$ cat config.mk
export PLATFORM = sky130hd
export DESIGN_NAME = fwft_sync_fifo
export DESIGN_NICKNAME = d
export VERILOG_FILES = /design/src/rtl/fwft_fifo_pkg.sv /design/src/rtl/fwft_sync_fifo_mem.sv /design/src/rtl/fwft_sync_fifo.sv
export SDC_FILE = /design/constraint.sdc
export NUM_CORES = 1
export LEC_CHECK = 0
export CAP_MARGIN = 30
export CORE_MARGIN = 2
export CORE_UTILIZATION = 26
export CTS_BUF_LIST = sky130_fd_sc_hd__clkbuf_8
export CTS_CLUSTER_DIAMETER = 40
export CTS_CLUSTER_SIZE = 24
export DETAILED_ROUTE_END_ITERATION = 6
export PLACE_DENSITY = 0.5
export SLEW_MARGIN = 20
export SYNTH_ARGS = -nofsm -noshare
export SYNTH_HDL_FRONTEND = slang
export SYNTH_SLANG_ARGS = --single-unit
$ cat constraint.sdc
create_clock -name clk -period 2.6 [get_ports clk]
set_clock_uncertainty 0.2 [all_clocks]
set_input_delay 0.65 -clock clk [delete_from_list [all_inputs] [get_ports clk]]
set_output_delay 0.65 -clock clk [all_outputs]
set_load 0.01 [all_outputs]
$ cat src/rtl/fwft_fifo_pkg.sv
// Shared constants and helpers for the first-word-fall-through FIFOs.
package fwft_fifo_pkg;

  localparam int unsigned AlmostEmptyDefault = 1;

  // Ceiling log2; clog2(1) == 0.
  function automatic int unsigned clog2(input int unsigned value);
    int unsigned v;
    int unsigned result;
    result = 0;
    v = (value > 0) ? value - 1 : 0;
    while (v > 0) begin
      v = v >> 1;
      result++;
    end
    return result;
  endfunction

endpackage

$ cat src/rtl/fwft_sync_fifo_mem.sv
// Depth x width storage array: synchronous write port, asynchronous read port.
module fwft_sync_fifo_mem #(
  parameter int unsigned width  = 32,
  parameter int unsigned addr_w = 1,
  parameter int unsigned depth  = 2
) (
  input  logic              clk_i,
  input  logic              we_i,
  input  logic [addr_w-1:0] waddr_i,
  input  logic [width-1:0]  wdata_i,
  input  logic [addr_w-1:0] raddr_i,
  output logic [width-1:0]  rdata_o
);

  logic [width-1:0] mem_q [depth];

  always_ff @(posedge clk_i) begin
    if (we_i) begin
      mem_q[waddr_i] <= wdata_i;
    end
  end

  assign rdata_o = mem_q[raddr_i];

endmodule

$ cat src/rtl/fwft_sync_fifo.sv
// Single-clock show-ahead FIFO; the head word sits on read_data whenever not empty.
// Define FWFT_SYNC_FIFO_ALMOST_FLAGS_EN to build the almost_empty/almost_full comparators.
module fwft_sync_fifo
  import fwft_fifo_pkg::*;
#(
  parameter int unsigned width              = 32,
  parameter int unsigned widthad            = 1,
  parameter int unsigned depth              = 2,
  parameter int unsigned almost_empty_value = AlmostEmptyDefault,
  parameter int unsigned almost_full_value  = depth - 1
) (
  input  logic               clk,
  input  logic               reset,
  input  logic               clken,
  output logic               full,
  input  logic               write_en,
  input  logic [width-1:0]   write_data,
  output logic               empty,
  input  logic               read_en,
  output logic [width-1:0]   read_data,
  output logic [widthad:0]   usedw,
  output logic               almost_empty,
  output logic               almost_full
);

  localparam logic [widthad-1:0] LastPtr  = widthad'(depth - 1);
  localparam logic [widthad:0]   DepthCnt = (widthad + 1)'(depth);

  logic [widthad-1:0] wr_ptr_q, wr_ptr_d;
  logic [widthad-1:0] rd_ptr_q, rd_ptr_d;
  logic [widthad:0]   usedw_q, usedw_d;
  logic               wr_accept, rd_accept;
  logic               empty_int, full_int;
  logic [width-1:0]   mem_rdata;

  always_comb begin
    empty_int = (usedw_q == '0);
    full_int  = (usedw_q == DepthCnt);
    // full is judged on the pre-pop occupancy, so write+read while full drops the write.
    wr_accept = clken & write_en & ~full_int;
    rd_accept = clken & read_en & ~empty_int;

    wr_ptr_d = wr_ptr_q;
    rd_ptr_d = rd_ptr_q;
    usedw_d  = usedw_q;

    if (wr_accept) begin
      wr_ptr_d = (wr_ptr_q == LastPtr) ? '0 : wr_ptr_q + 1'b1;
    end
    if (rd_accept) begin
      rd_ptr_d = (rd_ptr_q == LastPtr) ? '0 : rd_ptr_q + 1'b1;
    end

    case ({wr_accept, rd_accept})
      2'b10:   usedw_d = usedw_q + 1'b1;
      2'b01:   usedw_d = usedw_q - 1'b1;
      default: usedw_d = usedw_q;
    endcase
  end

  always_ff @(posedge clk or posedge reset) begin
    if (reset) begin
      wr_ptr_q <= '0;
      rd_ptr_q <= '0;
      usedw_q  <= '0;
    end else begin
      wr_ptr_q <= wr_ptr_d;
      rd_ptr_q <= rd_ptr_d;
      usedw_q  <= usedw_d;
    end
  end

  fwft_sync_fifo_mem #(
    .width  (width),
    .addr_w (widthad),
    .depth  (depth)
  ) u_mem (
    .clk_i   (clk),
    .we_i    (wr_accept),
    .waddr_i (wr_ptr_q),
    .wdata_i (write_data),
    .raddr_i (rd_ptr_q),
    .rdata_o (mem_rdata)
  );

  assign read_data = empty_int ? '0 : mem_rdata;
  assign empty     = empty_int;
  assign full      = full_int;
  assign usedw     = usedw_q;

`ifdef FWFT_SYNC_FIFO_ALMOST_FLAGS_EN
  localparam logic [widthad:0] AlmostEmptyCnt = (widthad + 1)'(almost_empty_value);
  localparam logic [widthad:0] AlmostFullCnt  = (widthad + 1)'(almost_full_value);

  assign almost_empty = (usedw_q <= AlmostEmptyCnt);
  assign almost_full  = (usedw_q >= AlmostFullCnt);
`else
  assign almost_empty = 1'b0;
  assign almost_full  = 1'b0;
`endif

  param_ok_a: assert property (@(posedge clk)
    (depth >= 2) && (widthad >= clog2(depth)) &&
    (almost_empty_value <= depth) && (almost_full_value <= depth));

  usedw_bound_a: assert property (@(posedge clk) disable iff (reset) usedw_q <= DepthCnt);

endmodule

Yosys cells after proc, flatten, opt, wreduce, memory -nomap -nowiden. Memories as Yosys holds them, arrays and structs flattened. Index checks and enable logic that the tools add are counted. Widths: inputs -> output; s select.

Register bits: 4. Bits in writable memories: 64. Output and inout bits: 38. Logic and storage cells: 25. Memories kept: 1.

Memory list: u_mem.mem_q (depth 2, bits a word 32, rd ports 1, clocked after Yosys merged registers in 0, wr ports 1, line fwft_sync_fifo_mem.sv:15) `logic [width-1:0] mem_q [depth];`.

Add/sub/neg operators: 4. Eq/ne operators: 3. Muxes and demuxes: 6. Bitwise logic cells: 6. Reductions and logical operators: 2.

Operators by type and width (count): $mux 32 (1); $and 1x1->1 (4); $eq 2x2->1 const B (2); $mux 1 (4); $pmux 2 s2 (1); $add 1x1->1 const B (2); $add 2x1->2 const B (1); $eq 2x1->1 const B (1); $logic_not 2->1 (1); $not 1->1 (2); $reduce_bool 2->1 (1); $sub 2x1->2 const B (1).

Longest topological paths before layout. Gate-level depths: netlist of run 1.

Depth after elaboration: 5. Mapped depth: 6. Depth with buffers taken out: 6.

Cells and area by module. Synthesis of run 1 repeated with hierarchy kept, for this count alone.

Cells, all modules: 159. Area, all modules: 2909.0 um2.

Modules (own cells, without submodules): fwft_sync_fifo_mem (instances 1, cells an instance 102, area each 2478.6 um2, seq. area each 1921.8 um2); fwft_sync_fifo (instances 1, cells an instance 57, area each 430.4 um2, seq. area each 100.1 um2).

Worst setup path after synthesis of run 1. OpenSTA, ideal clock, no wires.

Path kind: flip-flop to flip-flop. Start: register usedw_q[1], in the netlist usedw[1]. End: memory u_mem.mem_q[1][0] (enable). Setup time: 421 ps. Arrival time: 2178 ps. Required time: 1979 ps. Setup slack: -199 ps. Cell stages (with the launch flop): 4. Period minus slack after synthesis: 2799 ps. Path through: dfrtp_1 nor2b_1 nand3b_4 nor2_1.

Cells in the longest elaborated chain, start to end: 5.

RTL lines: start: declaration (line fwft_sync_fifo.sv:31) `logic [widthad:0] usedw_q, usedw_d;`; start signal: assignment (line fwft_sync_fifo.sv:69) `usedw_q <= usedw_d;`; $eq 2x2->1 (line fwft_sync_fifo.sv:38) `full_int = (usedw_q == DepthCnt);`; via full (line fwft_sync_fifo.sv:15) `output logic full,`; $not 1->1 (line fwft_sync_fifo.sv:40) `wr_accept = clken & write_en & ~full_int;`; $and 1x1->1 (line fwft_sync_fifo.sv:40); $mux 1 (line fwft_sync_fifo_mem.sv:18) `if (we_i) begin`; $mux 1 (not written as such) (line fwft_sync_fifo_mem.sv:19) `mem_q[waddr_i] <= wdata_i;`; end: declaration (line fwft_sync_fifo_mem.sv:15).

The timed path passes the listed nets, and every way through them passes these cells.

Worst setup path after layout of run 1.
Start: register rd_ptr_q. End: output read_data[31].

Cells in the longest elaborated chain, start to end: 2.

RTL lines: start: declaration (line fwft_sync_fifo.sv:30) `logic [widthad-1:0] rd_ptr_q, rd_ptr_d;`; start signal: assignment (line fwft_sync_fifo.sv:68) `rd_ptr_q <= rd_ptr_d;`; $mem_v2 2x32; $mux 32 (line fwft_sync_fifo.sv:86) `assign read_data = empty_int ? '0 : mem_rdata;`; end: declaration (line fwft_sync_fifo.sv:20) `output logic [width-1:0] read_data,`.

Every way passes these cells.

==> results.yml, run 1 <==
clock_network:
  clk_pin_slew_ns: 0.06
  cts_tree: "yes"
  cts_inserted_buffers: 9
  htreeDepth: 3
  clk_path_buf_depth: 2
  clock-sinks: 68
  cts_setup_buffers: 0
  cts-root-buf: "clkbuf_8"
  clock_latency_ns: 0.33
min_path:
  hp-class: "primary input to async pin"
power:
  power.total_w: 0.00370
  powerDensity_mw_per_mm2: 984
  ir_worst_vdd_v: 0.000342
  p_leak_nw: 1.58
timing:
  period_share_pct: 97.4
  finalSetupViolations: 0
  whs_ns: 0.305
  hold_viol: 0
  final.min_clock_period_ns: 2.53
  rsz0062_at_grt: "true"
  slew_violations: 0
  setup_slack_ns: 0.0664
  clock.fmax_ghz: 0.395
die:
  die_w_um: 105
  die_area_mm2: 0.0110
  rows: 36
  die_y_um: 105
  pin_count: 75
  start_util_pct: 26.9
  core-area_mm2: 0.00982
critical_path:
  critical-path-top-delay-family: "buffers and inverters"
  reg2reg_from: "usedw[0]"
  crit_start: "rd_ptr_q"
  cp_max_fo: 16
  slowest_stage: "clkdlybuf4s50_1"
  cp.required_ns: 1.75
  crit_chain: "buf_8, mux2i_1, nor2_1, clkdlybuf4s50_1"
  crit_type: "register to output pin"
  end_kind: "output pin"
  cp_slowest_stage_delay_ns: 0.53
  ff2ff_setup_slack_ns: 0.78
  worst_ep_arrival_time_ns: 1.68
  r2r_cells: 6
  crit_buf_inv: 2
  startpoint_type: "register"
  cp-endpoint: "read_data[31]"
  r2r_end: "usedw[1]"
  cp.depth: 4
outcome:
  status: "complete, no violations"
grt:
  grt_overflow_total: 0
  antenna_found_initial: 0
  grt_max_degree: 18
  grt_pass1_wl_mm: 7.99
  grt_pass1_vias: 1567
  grt_util_all_layers_pct: 9.67
synthesis:
  ys_async_sr_fraction_pct: 5.88
  syn_area_mm2: 0.00264
  yosysTopAreaCell: "edfxtp_1"
  synth_cell_types: 15
  syn_inst: 158
  ys_top_cells_by_count: "edfxtp_1, nor2_1, mux2i_1"
  ys_warn_count: 0
  yosys.cell_count.top_type: "edfxtp_1"
  netlist_top_cells_area: "edfxtp_1, mux2i_1, nor2_1"
  yosysSeqAreaShare_pct: 76.6
  avgSynthCellArea_um2: 16.7
  synth_flop_cell: "edfxtp_1"
  synth_top_area_share_pct: 72.8
  ys_seq_elements: 68
  synth-edff-count: 64
place:
  port_buffers: 72
  place_ws_ns: 0.287
  placed_area_mm2: 0.00355
  dp_hpwl_mm: 3.35
  gp_congestion: 0.657
routing:
  drc: 0
  drtAntennaViolNets: 0
  vias: 1510
  drt_iter0_drc: 37
  viasPerCell: 4.02
  wl_per_cell_um: 13.4
  drt_wl_total_mm: 5.02
  dr.pass1.iters: 4
cells_and_area:
  finish.utilization_pct: 38.3
  fin_nets: 279
  final_area_mm2: 0.00376
  drive_gt1_share_pct: 10.7
  antenna_cells: 0
  syn_to_final_growth_pct: 42.6
run:
  drv_cap: 0
## flip-flops by register name, summed over array words and instances (netlist names)
name,flops
rd_ptr_q,1
u_mem.mem_q,64
usedw,2
wr_ptr_q,1
## stage by stage
step | setup TNS (ns) | cells
CTS | -0.00139 | 376
floorplan | -12.76 | 159
finish | 0 | 376
detailed placement | 0 | 363
global placement | 0 | 363
global route | -0.0302 | 376
## power breakdown
part | internal (W) | switching [W] | total [W]
Clock | 0.000420 | 0.000350 | 0.000770
Combinational | 0.000752 | 0.000729 | 0.00148
Sequential | 0.00138 | 0.0000765 | 0.00145
## layout by cell type (no fill, tap or decap), types with 3 or more instances in the layout
| cell type | Yosys | routed |
|---|---|---|
| buf_4 | 5 | 4 |
| clkbuf_8 | 0 | 9 |
| clkdlybuf4s50_1 | 0 | 41 |
| dlygate4sd2_1 | 0 | 16 |
| dlymetal6s2s_1 | 0 | 15 |
| edfxtp_1 | 64 | 64 |
| mux2i_1 | 32 | 32 |
| nor2_1 | 36 | 34 |
| nor2_4 | 0 | 3 |
| xnor2_1 | 3 | 3 |
## metal layers
metal  wire length, µm  global-route usage [%]
met5                 0                       0
met3               310                    4.30
met4                70                    4.29
met1              2200                    11.0
met2              2440                    15.7
## what timing repair did
item | 4_1_cts | 5_1_grt
endpoints found under the setup margin | 33 | 17
gates resized for setup | 22 | 16
pin swaps | 0 | 0
gates cloned | 0 | 0
endpoints found under the hold margin | 0 | 0
hold buffers | 0 | 0
## layout make-up
cell class / count / area [µm²]
Multi-Input combinational cell: 80 / 576
Tap cell: 133 / 166
Clock buffer: 9 / 124
Timing Repair Buffer: 80 / 821
Sequential cell: 68 / 2020
Inverter: 2 / 7.51
Fill cell: 981 / 6060
Clock inverter: 4 / 43.8
## worst min-delay path by stage
stage          slack [ns]  depth (start not counted)  startpoint       end
2_1_floorplan        0.22                          1       reset  rd_ptr_q
3_3_place_gp         0.34                          1    wr_ptr_q  wr_ptr_q
3_5_place_dp         0.35                          1    wr_ptr_q  wr_ptr_q
4_1_cts              0.29                          2       reset  wr_ptr_q
5_1_grt              0.31                          2       reset  usedw[0]
6_report             0.30                          2       reset  usedw[0]
## worst reg2reg max path, stage by stage, from the launching register on
cell     delay [ns]
dfrtp_2        0.46
nor2_4         0.15
buf_6          0.19
nor2_1         0.10
ha_1           0.33
nor2_1         0.15
xor2_1         0.17
## cell families after synthesis
| group | Yosys count | share of synthesized area (%) |
|---|---|---|
| buffers and inverters | 11 | 2.47 |
| XOR/XNOR | 5 | 1.66 |
| other | 1 | 0.142 |
| multiplexers | 32 | 12.1 |
| AND/OR/NAND/NOR | 40 | 6.50 |
| adder cells (fa/ha/maj) | 1 | 0.474 |
| flip-flops | 68 | 76.6 |
No activity file was read; power rests on OpenSTA's default activity.
==> run 2: changes to the inputs <==
Settings changed: HOLD_SLACK_MARGIN set to 0.05.
==> results of run 2 <==
No change in the layout: final DEF, timing and power equal those of run 1.
